--- src/rtl/traffic_countdown_display.sv ---
// Per-road countdown to the next lamp change on a 4-digit multiplexed 7-segment display, with a sticky lamp/count fault.
// Optional feature: define TCD_LEADING_ZERO_BLANK_EN to blank a zero tens digit while counting down.
module traffic_countdown_display #(
   parameter int T1       = 25,
   parameter int T2       = 30,
   parameter int T3       = 55,
   parameter int PERIOD   = 60,
   parameter int SCAN_DIV = 4
) (
   input  logic       clk,
   input  logic       rst_n,
   input  logic [5:0] count,
   input  logic [2:0] light1,
   input  logic [2:0] light2,
   output logic [6:0] seg_n,
   output logic [3:0] dig_n,
   output logic       fault
);

   localparam int DIV_W = (SCAN_DIV > 1) ? $clog2(SCAN_DIV) : 1;
   localparam logic [DIV_W-1:0] DIV_MAX = DIV_W'(SCAN_DIV - 1);

   localparam logic [6:0] SEG_BLANK = 7'h7F;
   localparam logic [6:0] SEG_DASH  = 7'b1111110;

   typedef enum logic [1:0] {
      INIT,
      RUN,
      FAULT
   } state_t;

   state_t state;
   state_t state_next;

   logic [6:0]       count_ext;
   logic             lamps_valid;
   logic [6:0]       rem1;
   logic [6:0]       rem2;
   logic [3:0]       rem1_tens;
   logic [3:0]       rem1_ones;
   logic [3:0]       rem2_tens;
   logic [3:0]       rem2_ones;
   logic [DIV_W-1:0] scan_div;
   logic [1:0]       scan_idx;
   logic [3:0]       digit_val;
   logic             digit_is_tens;
   logic [6:0]       seg_next;

   function automatic logic one_hot3(input logic [2:0] v);
      return (v == 3'b001) || (v == 3'b010) || (v == 3'b100);
   endfunction

   function automatic logic [6:0] decode_digit(input logic [3:0] d);
      logic [6:0] s;
      case (d)
         4'd0:    s = 7'h01;
         4'd1:    s = 7'h4F;
         4'd2:    s = 7'h12;
         4'd3:    s = 7'h06;
         4'd4:    s = 7'h4C;
         4'd5:    s = 7'h24;
         4'd6:    s = 7'h20;
         4'd7:    s = 7'h0F;
         4'd8:    s = 7'h00;
         4'd9:    s = 7'h04;
         default: s = SEG_BLANK;
      endcase
      return s;
   endfunction

   assign count_ext   = {1'b0, count};
   assign lamps_valid = one_hot3(light1) && one_hot3(light2) &&
                        (light1[2] ^ light2[2]) && (count_ext < 7'(PERIOD));

   // Seconds until each road's lamp next changes; rem2 counts across the wrap to T1.
   always_comb begin
      rem1 = 7'(PERIOD) - count_ext;
      if (count_ext < 7'(T1))
         rem1 = 7'(T1) - count_ext;
      else if (count_ext < 7'(T3))
         rem1 = 7'(T3) - count_ext;

      rem2 = 7'(PERIOD + T1) - count_ext;
      if (count_ext < 7'(T1))
         rem2 = 7'(T1) - count_ext;
      else if (count_ext < 7'(T2))
         rem2 = 7'(T2) - count_ext;
      else if (count_ext < 7'(T3))
         rem2 = 7'(T3) - count_ext;
   end

   always_ff @(posedge clk or negedge rst_n) begin
      if (!rst_n) begin
         rem1_tens <= 4'd0;
         rem1_ones <= 4'd0;
         rem2_tens <= 4'd0;
         rem2_ones <= 4'd0;
      end else begin
         rem1_tens <= 4'(rem1 / 7'd10);
         rem1_ones <= 4'(rem1 % 7'd10);
         rem2_tens <= 4'(rem2 / 7'd10);
         rem2_ones <= 4'(rem2 % 7'd10);
      end
   end

   always_ff @(posedge clk or negedge rst_n) begin
      if (!rst_n)
         state <= INIT;
      else
         state <= state_next;
   end

   always_comb begin
      state_next = state;
      case (state)
         INIT:    if (lamps_valid) state_next = RUN;
         RUN:     if (!lamps_valid) state_next = FAULT;
         FAULT:   state_next = FAULT;
         default: state_next = INIT;
      endcase
   end

   always_comb begin
      fault         = (state == FAULT);
      digit_val     = rem2_ones;
      digit_is_tens = 1'b0;
      case (scan_idx)
         2'd3: begin
            digit_val     = rem1_tens;
            digit_is_tens = 1'b1;
         end
         2'd2: digit_val = rem1_ones;
         2'd1: begin
            digit_val     = rem2_tens;
            digit_is_tens = 1'b1;
         end
         default: digit_val = rem2_ones;
      endcase

      seg_next = SEG_BLANK;
      case (state)
         RUN: begin
`ifdef TCD_LEADING_ZERO_BLANK_EN
            if (digit_is_tens && (digit_val == 4'd0))
               seg_next = SEG_BLANK;
            else
               seg_next = decode_digit(digit_val);
`else
            seg_next = decode_digit(digit_val);
`endif
         end
         FAULT:   seg_next = SEG_DASH;
         default: seg_next = SEG_BLANK;
      endcase
   end

   always_ff @(posedge clk or negedge rst_n) begin
      if (!rst_n) begin
         scan_div <= '0;
         scan_idx <= 2'd0;
      end else if (scan_div == DIV_MAX) begin
         scan_div <= '0;
         scan_idx <= scan_idx + 2'd1;
      end else begin
         scan_div <= scan_div + DIV_W'(1);
      end
   end

   // Segments and enables come from the same index in one register stage, so they never skew.
   always_ff @(posedge clk or negedge rst_n) begin
      if (!rst_n) begin
         seg_n <= SEG_BLANK;
         dig_n <= 4'hE;
      end else begin
         seg_n <= seg_next;
         dig_n <= ~(4'b0001 << scan_idx);
      end
   end

endmodule

--- config.mk ---
export PLATFORM = sky130hd
export DESIGN_NAME = traffic_countdown_display
export DESIGN_NICKNAME = d
export VERILOG_FILES = /design/src/rtl/traffic_countdown_display.sv
export SDC_FILE = /design/constraint.sdc
export NUM_CORES = 1
export LEC_CHECK = 0
export ABC_AREA = 0
export ABC_CLOCK_PERIOD_IN_PS = 4800
export CAP_MARGIN = 20
export CORE_AREA = 2 2 95 115
export DETAILED_ROUTE_END_ITERATION = 10
export DIE_AREA = 0 0 97 117
export GPL_TIMING_DRIVEN = 0
export PLACE_DENSITY_LB_ADDON = 0.2
export SLEW_MARGIN = 20
export SYNTH_ARGS = -nofsm -noshare
export SYNTH_HDL_FRONTEND = slang
export SYNTH_SLANG_ARGS = --single-unit
--- constraint.sdc ---
create_clock -name clk -period 4.8 [get_ports clk]
set_input_delay 1.44 -clock clk [delete_from_list [all_inputs] [get_ports clk]]
set_output_delay 1.44 -clock clk [all_outputs]
set_load 0.05 [all_outputs]
==> flow_summary.json, run 1 <==
{
  "status": "complete, but fails checks",
  "violations": "setup timing",
  "antenna_found_initial": 0,
  "finalNetCount": 610,
  "synthCells": 428,
  "synth_top_family_by_area": "compound AO/OA/AOI/OAI gates",
  "start_util_pct": 35.01,
  "num_vias": 3931,
  "die_height_um": 117,
  "drc": 0,
  "yosys.area_share.xor_xnor_pct": 3.362,
  "yosys_warnings": 0,
  "pre_cts_ws_ns": -2.381,
  "critPathMaxStageDelay_ns": 0.42,
  "crit_chain": "buf_12, buf_12, inv_8, ha_4, and3b_2, o21a_4, buf_8, or3_4, a21oi_4, a21oi_2, ha_2, or4_4, a32oi_2, nor2_2, ha_2, a21oi_2, nand3_1, a22oi_2, xnor2_2, ha_2, o21ai_1, nand3b_1, o311a_4, mux2i_2",
  "startpoint_type": "primary input",
  "layout.cells.non_filler": 689,
  "vdd_drop_max_mv": 0.2149,
  "fin_crit_sh_pct": 115.6,
  "synthAdderAreaFrac_pct": 13.66,
  "place.gp.congestion": 0.9095,
  "grt_pass1_vias": 3838,
  "fp-row-count": 41,
  "clock-root-buffer": "clkbuf_16",
  "die_x_um": 97,
  "clk_path_buf_depth": 2,
  "max_cap_violations": 0,
  "num-fill-cells": 942,
  "grt_util_all_layers_pct": 19.59,
  "viasPerCell": 5.705,
  "power_frac_seq_pct": 19.9,
  "crit_path_max_fanout": 8,
  "ys_seq_area_share_pct": 23.22,
  "hp-class": "flip-flop to flip-flop",
  "grt_first_pass_wirelength_um": 18340,
  "grt.overflow.total": 0,
  "cts.reportedPaths.clkPinSlew_ns": 0.05,
  "holdPathStages": 1,
  "reg2reg_depth": 8,
  "report.final.slew_viol_count": 0,
  "finClkSkew_ns": 0.002969,
  "ios": 26,
  "diodes": 0,
  "fin_area_sq_um": 5549,
  "clock_power_share_pct": 17.5,
  "htree_levels": 2,
  "power_leakage_nw": 2.332,
  "synth.distinct_cells": 91,
  "p_sw_share_pct": 40.47,
  "dp_hpwl_um": 7143,
  "syn_avg_cell_area_sq_um": 8.434,
  "internal_power_mw": 1.239,
  "grt_max_degree": 34,
  "synth_mux_area_share_pct": 1.664,
  "syn_area_sq_um": 3610,
  "switchingPower_uw": 842.3,
  "worst_pin_slew_ns": 0.8397,
  "hold_viol": 0,
  "synth_edf_count": 0,
  "slew_headroom_pct": 43.85,
  "wl_per_cell_um": 16.41,
  "power.density_nw_per_um2": 375.1,
  "first_pass_iters": 4,
  "worst_path_most_repeated_cell": "ha_2",
  "rsz0062_at_grt": "true",
  "critical-path-slowest-cell": "or4_4",
  "setup_viol": 9,
  "fmaxAchievable_mhz": 180.3,
  "portBuffers": 25,
  "drive_gt1_share_pct": 42.32,
  "synth-compound-area-share_pct": 32.03,
  "routed_wl_um": 11300,
  "syn-num-nets": 479,
  "path_class": "primary input to flip-flop",
  "dp_cells": 582,
  "synth-seq-cells": 33,
  "area_growth_pct": 53.73,
  "arrival_ns": 5.74,
  "dr.first_iter.drc_count": 210,
  "ys.flop_type": "dfrtp_1",
  "placed_area_sq_um": 4169,
  "cts_buffers": 5,
  "cts_tree": "yes",
  "ant_nets": 0,
  "power_frac_comb_pct": 62.6,
  "clk_latency_ns": 0.28,
  "required_ns": 4.99,
  "core_area_sq_um": 10310,
  "end_kind": "flip-flop",
  "holdWs_ns": 0.4383,
  "synthSimpleGateAreaFrac_pct": 20.07,
  "cts.sinks": 33,
  "period_minus_slack_ns": 5.547,
  "setup_ws_ns": -0.7467,
  "async_reset_ff_share_pct": 100.0,
  "dieArea_sq_um": 11350
}
state kept, by name, indices dropped and copies added (netlist names):
| name | flops |
|---|---|
| dig_n | 4 |
| seg_n | 7 |
| rem1_ones | 4 |
| rem2_tens | 4 |
| state | 2 |
| rem2_ones | 4 |
| rem1_tens | 4 |
| scan_div | 2 |
| scan_idx | 2 |
power groups by stage:
stage | registers [mW] | logic, mW | clock network (mW)
after floorplan | 0.511 | 0.654 | 0
after detailed placement | 0.419 | 0.971 | 0
final | 0.414 | 1.30 | 0.364
after global routing | 0.423 | 1.42 | 0.389
after global placement | 0.418 | 0.953 | 0
after CTS | 0.414 | 1.19 | 0.371
kinds of logic (layout without fill, tap and decap cells):
group	count (synthesis)	after routing
buffers and inverters	48	180
multiplexers	6	6
AND/OR/NAND/NOR	134	134
flip-flops	33	33
adder cells (fa/ha/maj)	40	40
AO/OA/AOI/OAI	154	154
XOR/XNOR	13	13
placed cells by master (no fill, tap or decap), drive strengths merged, types with 4 or more instances in the layout:
cell type / n
a21oi: 32
clkdlybuf4s50: 18
mux2i: 6
a31oi: 5
a211oi: 5
o211ai: 9
inv: 35
a21o: 4
nor2b: 4
a222oi: 4
nand2b: 7
dfrtp: 23
nor3: 9
xnor2: 11
o21ai: 39
nand3: 11
nand2: 41
ha: 37
o32a: 4
o22ai: 4
dfstp: 10
o21a: 5
clkbuf: 5
nor2: 29
buf: 117
and2: 5
or3: 5
critical path, delay by kind of cell:
| kind | cells | cell delay [ns] |
|---|---|---|
| compound gates | 8 | 1.40 |
| xor+xnor | 1 | 0.16 |
| fa+ha+maj | 4 | 0.82 |
| buf+inv | 4 | 0.37 |
| mux | 1 | 0.20 |
| simple gates | 6 | 1.34 |
cell usage after synthesis, types with 5 or more instances:
cell | number | area (sq um)
nor3_1 | 5 | 25.02
dfstp_2 | 10 | 262.8
dfrtp_1 | 23 | 575.6
o21ai_1 | 6 | 30.03
nor2_1 | 29 | 108.9
mux2i_1 | 6 | 60.06
nand2_1 | 40 | 150.1
a31oi_1 | 5 | 31.28
ha_1 | 37 | 462.9
buf_2 | 5 | 25.02
a21oi_1 | 29 | 145.1
o211ai_1 | 9 | 67.56
nand2b_1 | 7 | 43.79
o21ai_0 | 32 | 160.2
nand3_1 | 11 | 55.05
inv_1 | 33 | 123.9
xnor2_1 | 10 | 87.58
worst paths after layout:
check                            start      endpoint  slack, ns
max                           count[1]  rem2_ones[2]      -0.75
min                        scan_div[0]   scan_div[0]       0.44
max reg2reg                scan_idx[0]      seg_n[0]       2.20
min reg2reg                scan_div[0]   scan_div[0]       0.44
max in group asynchronous        rst_n   scan_div[1]       3.15
min in group asynchronous        rst_n      state[1]       1.21
final cells by class:
cell class              instances  area (sq um)  area share (%)
clock buffers                   5         125.1           2.255
inverters                      36         162.7           2.931
multi-input cells             347          3003           54.12
clock inverters                 3         46.29          0.8343
plain buffers                  12         142.6           2.570
repair buffers                124          1070           19.28
flip-flops and latches         33         838.3           15.11
well taps                     129         161.4           2.909
metal layers:
metal | GRT usage [%] | share of wire (%)
met5 | 0 | 0
met4 | 8.638 | 4.4
met3 | 1.722 | 3.3
met2 | 39.21 | 54
met1 | 21.05 | 39
per-stage QoR:
step | setup TNS (ns) | power, mW | utilization, %
2_1_floorplan | -6.016 | 1.165 | -
3_3_place_gp | -20.37 | 1.371 | 40.48
3_5_place_dp | -20.83 | 1.390 | 40.43
4_1_cts | -4.971 | 1.971 | 51.03
5_1_grt | -6.773 | 2.234 | 53.82
6_report | -5.331 | 2.081 | 53.82
repair_timing:
item	in CTS	in global routing
cloned	1	0
endpoints found under the setup margin	12	10
pin swaps	41	31
setup buffers	77	21
gates resized for setup	106	31
hold buffers	0	0
hold endpoints to repair	0	0
Power figures use the tool's default switching activity.
==> run 2, diff against run 1 <==
- CORE_AREA: 2 2 95 115 -> 2 2 86 105
- DIE_AREA: 0 0 97 117 -> 0 0 88 107
==> run 2 against run 1 <==
The flow still finishes with violations (setup timing). Worst hold slack worse by 0.012 ns. Register-to-register slack better by 0.05 ns. Global-route usage up 4.4 points. Critical path depth unchanged. Combinational power about the same. Setup slack worse by 0.014 ns. Clock-buffer cell count unchanged. Core utilization up 10 points. Cell area down 2.9%. Non-clock buffer count down 13.
==> flow_summary.json, run 2 (same netlist as run 1, synthesis figures left out) <==
{
  "status": "complete, but fails checks",
  "violations": "setup timing",
  "critPathMaxStageDelay_ns": 0.53,
  "setup_ws_ns": -0.7606,
  "fmaxAchievable_mhz": 179.8,
  "slew_headroom_pct": 45.80,
  "max_cap_violations": 0,
  "reg2reg_setup_slack_ns": 2.25,
  "clk_path_buf_depth": 2,
  "core_area_sq_um": 8379,
  "rsz0062_at_grt": "true",
  "drc": 0,
  "startpoint_type": "primary input",
  "diodes": 0,
  "start_util_pct": 43.08,
  "crit_path_max_fanout": 10,
  "worst_pin_slew_ns": 0.8105,
  "power.density_nw_per_um2": 366.8,
  "hp-class": "flip-flop to flip-flop",
  "clk_latency_ns": 0.28,
  "placed_area_sq_um": 4154,
  "routed_wl_um": 11300,
  "fin_area_sq_um": 5389,
  "final_cell_mix": "buf_4, nand2_1, o21ai_0",
  "hold_viol": 0,
  "area_growth_pct": 49.29,
  "dr.first_iter.drc_count": 245,
  "fp-row-count": 37,
  "place.gp.congestion": 0.8766,
  "end_kind": "flip-flop",
  "cts.sinks": 33,
  "portBuffers": 25,
  "grt_pass1_vias": 4005,
  "crit_path_start": "count[1]",
  "power_leakage_nw": 2.245,
  "arrival_ns": 5.77,
  "required_ns": 5.01,
  "fin_crit_sh_pct": 115.8,
  "finalNetCount": 597,
  "ios": 26,
  "clock-root-buffer": "clkbuf_8",
  "cts_tree": "yes",
  "setup_viol": 9,
  "crit_chain": "buf_8, buf_12, inv_8, ha_4, and3b_2, o21a_4, buf_6, o21ai_1, a311o_1, and2_1, or4_4, a32oi_2, nor2_2, ha_1, inv_2, a21oi_4, nor3_2, a22oi_2, xnor2_2, ha_2, o21ai_2, nand3b_1, o311a_4, mux2i_1",
  "num_vias": 3938,
  "dp_hpwl_um": 7026,
  "largest_reg_flops": 7,
  "grt_max_degree": 34,
  "r2r-start": "scan_idx[0]",
  "dieArea_sq_um": 9416,
  "report.final.slew_viol_count": 0,
  "vdd_drop_max_mv": 0.1432,
  "die_x_um": 88,
  "viasPerCell": 5.931,
  "cts_hold_repair.buffers": 0,
  "cts_buffers": 5,
  "grt_first_pass_wirelength_um": 18360,
  "drive_gt1_share_pct": 42.41,
  "regMostFlops": "seg_n",
  "reg2reg_depth": 8,
  "grt.overflow.total": 0,
  "die_height_um": 107,
  "htree_levels": 2,
  "antenna_found_initial": 0,
  "dp_cells": 570,
  "crit_end": "rem2_ones[2]",
  "period_minus_slack_ns": 5.561,
  "critical-path-slowest-cell": "or4_4",
  "first_pass_iters": 6,
  "finClkSkew_ns": 0.003630,
  "layout.cells.most_common": "buf_4",
  "ant_nets": 0,
  "layout.cells.non_filler": 664,
  "min_from": "scan_div[0]",
  "cts.reportedPaths.clkPinSlew_ns": 0.07,
  "grt_util_all_layers_pct": 24.03,
  "r2r-end": "seg_n[0]",
  "holdWs_ns": 0.4263,
  "wl_per_cell_um": 17.02,
  "path_class": "primary input to flip-flop"
}
run 2: critical path, delay by kind of cell:
| family | cells | cell delay, ns |
|---|---|---|
| compound gates | 8 | 1.43 |
| simple gates | 6 | 1.35 |
| fa+ha+maj | 3 | 0.60 |
| buf+inv | 5 | 0.55 |
| xor+xnor | 1 | 0.20 |
| mux | 1 | 0.18 |
run 2: area by class of cell:
class / instances / area (sq um)
buffer: 12 / 137.6
multi-input combinational: 347 / 3043
inverter: 36 / 160.2
timing repair buffer: 111 / 948.4
clock buffer: 5 / 68.82
sequential: 33 / 838.3
tap: 117 / 146.4
clock inverter: 3 / 46.29
fill: 670 / 2990
run 2: layer usage:
layer	part of all wire, %	GRT usage (%)	vias to the layer above
li1	-	-	1825
met1	36	25.17	1877
met2	54	44.86	181
met3	5.5	4.080	55
met4	5.1	11.98	0
met5	0	0	-
run 2: what timing repair did:
item | CTS | global route
buffers inserted | 76 | 14
resized for setup | 106 | 38
endpoints found under the setup margin | 12 | 10
pin swaps | 44 | 34
run 2: metrics by stage:
stage	setup TNS, ns	setup slack, ns	utilization (%)	total power, mW
2_1_floorplan	-6.016	-0.9327	-	1.165
3_3_place_gp	-19.94	-2.341	49.63	1.368
3_5_place_dp	-20.39	-2.368	49.57	1.390
4_1_cts	-5.503	-0.7748	61.43	1.850
5_1_grt	-6.872	-0.9490	64.31	2.116
6_report	-5.370	-0.7606	64.31	1.977
run 2: how the worst min path moves through the flow:
stage / end / slack [ns] / cells past startpoint
6_report: scan_div[0] / 0.43 / 1
5_1_grt: scan_div[0] / 0.44 / 1
4_1_cts: scan_div[0] / 0.43 / 1
3_5_place_dp: scan_div[0] / 0.42 / 1
3_3_place_gp: scan_div[0] / 0.42 / 1
2_1_floorplan: scan_div[0] / 0.40 / 1
run 2: report_power, final:
| group | switching [mW] | internal [mW] | total (mW) |
|---|---|---|---|
| Clock | 0.101 | 0.155 | 0.256 |
| Sequential | 0.0274 | 0.386 | 0.413 |
| Combinational | 0.720 | 0.587 | 1.31 |
| Total | 0.848 | 1.13 | 1.98 |
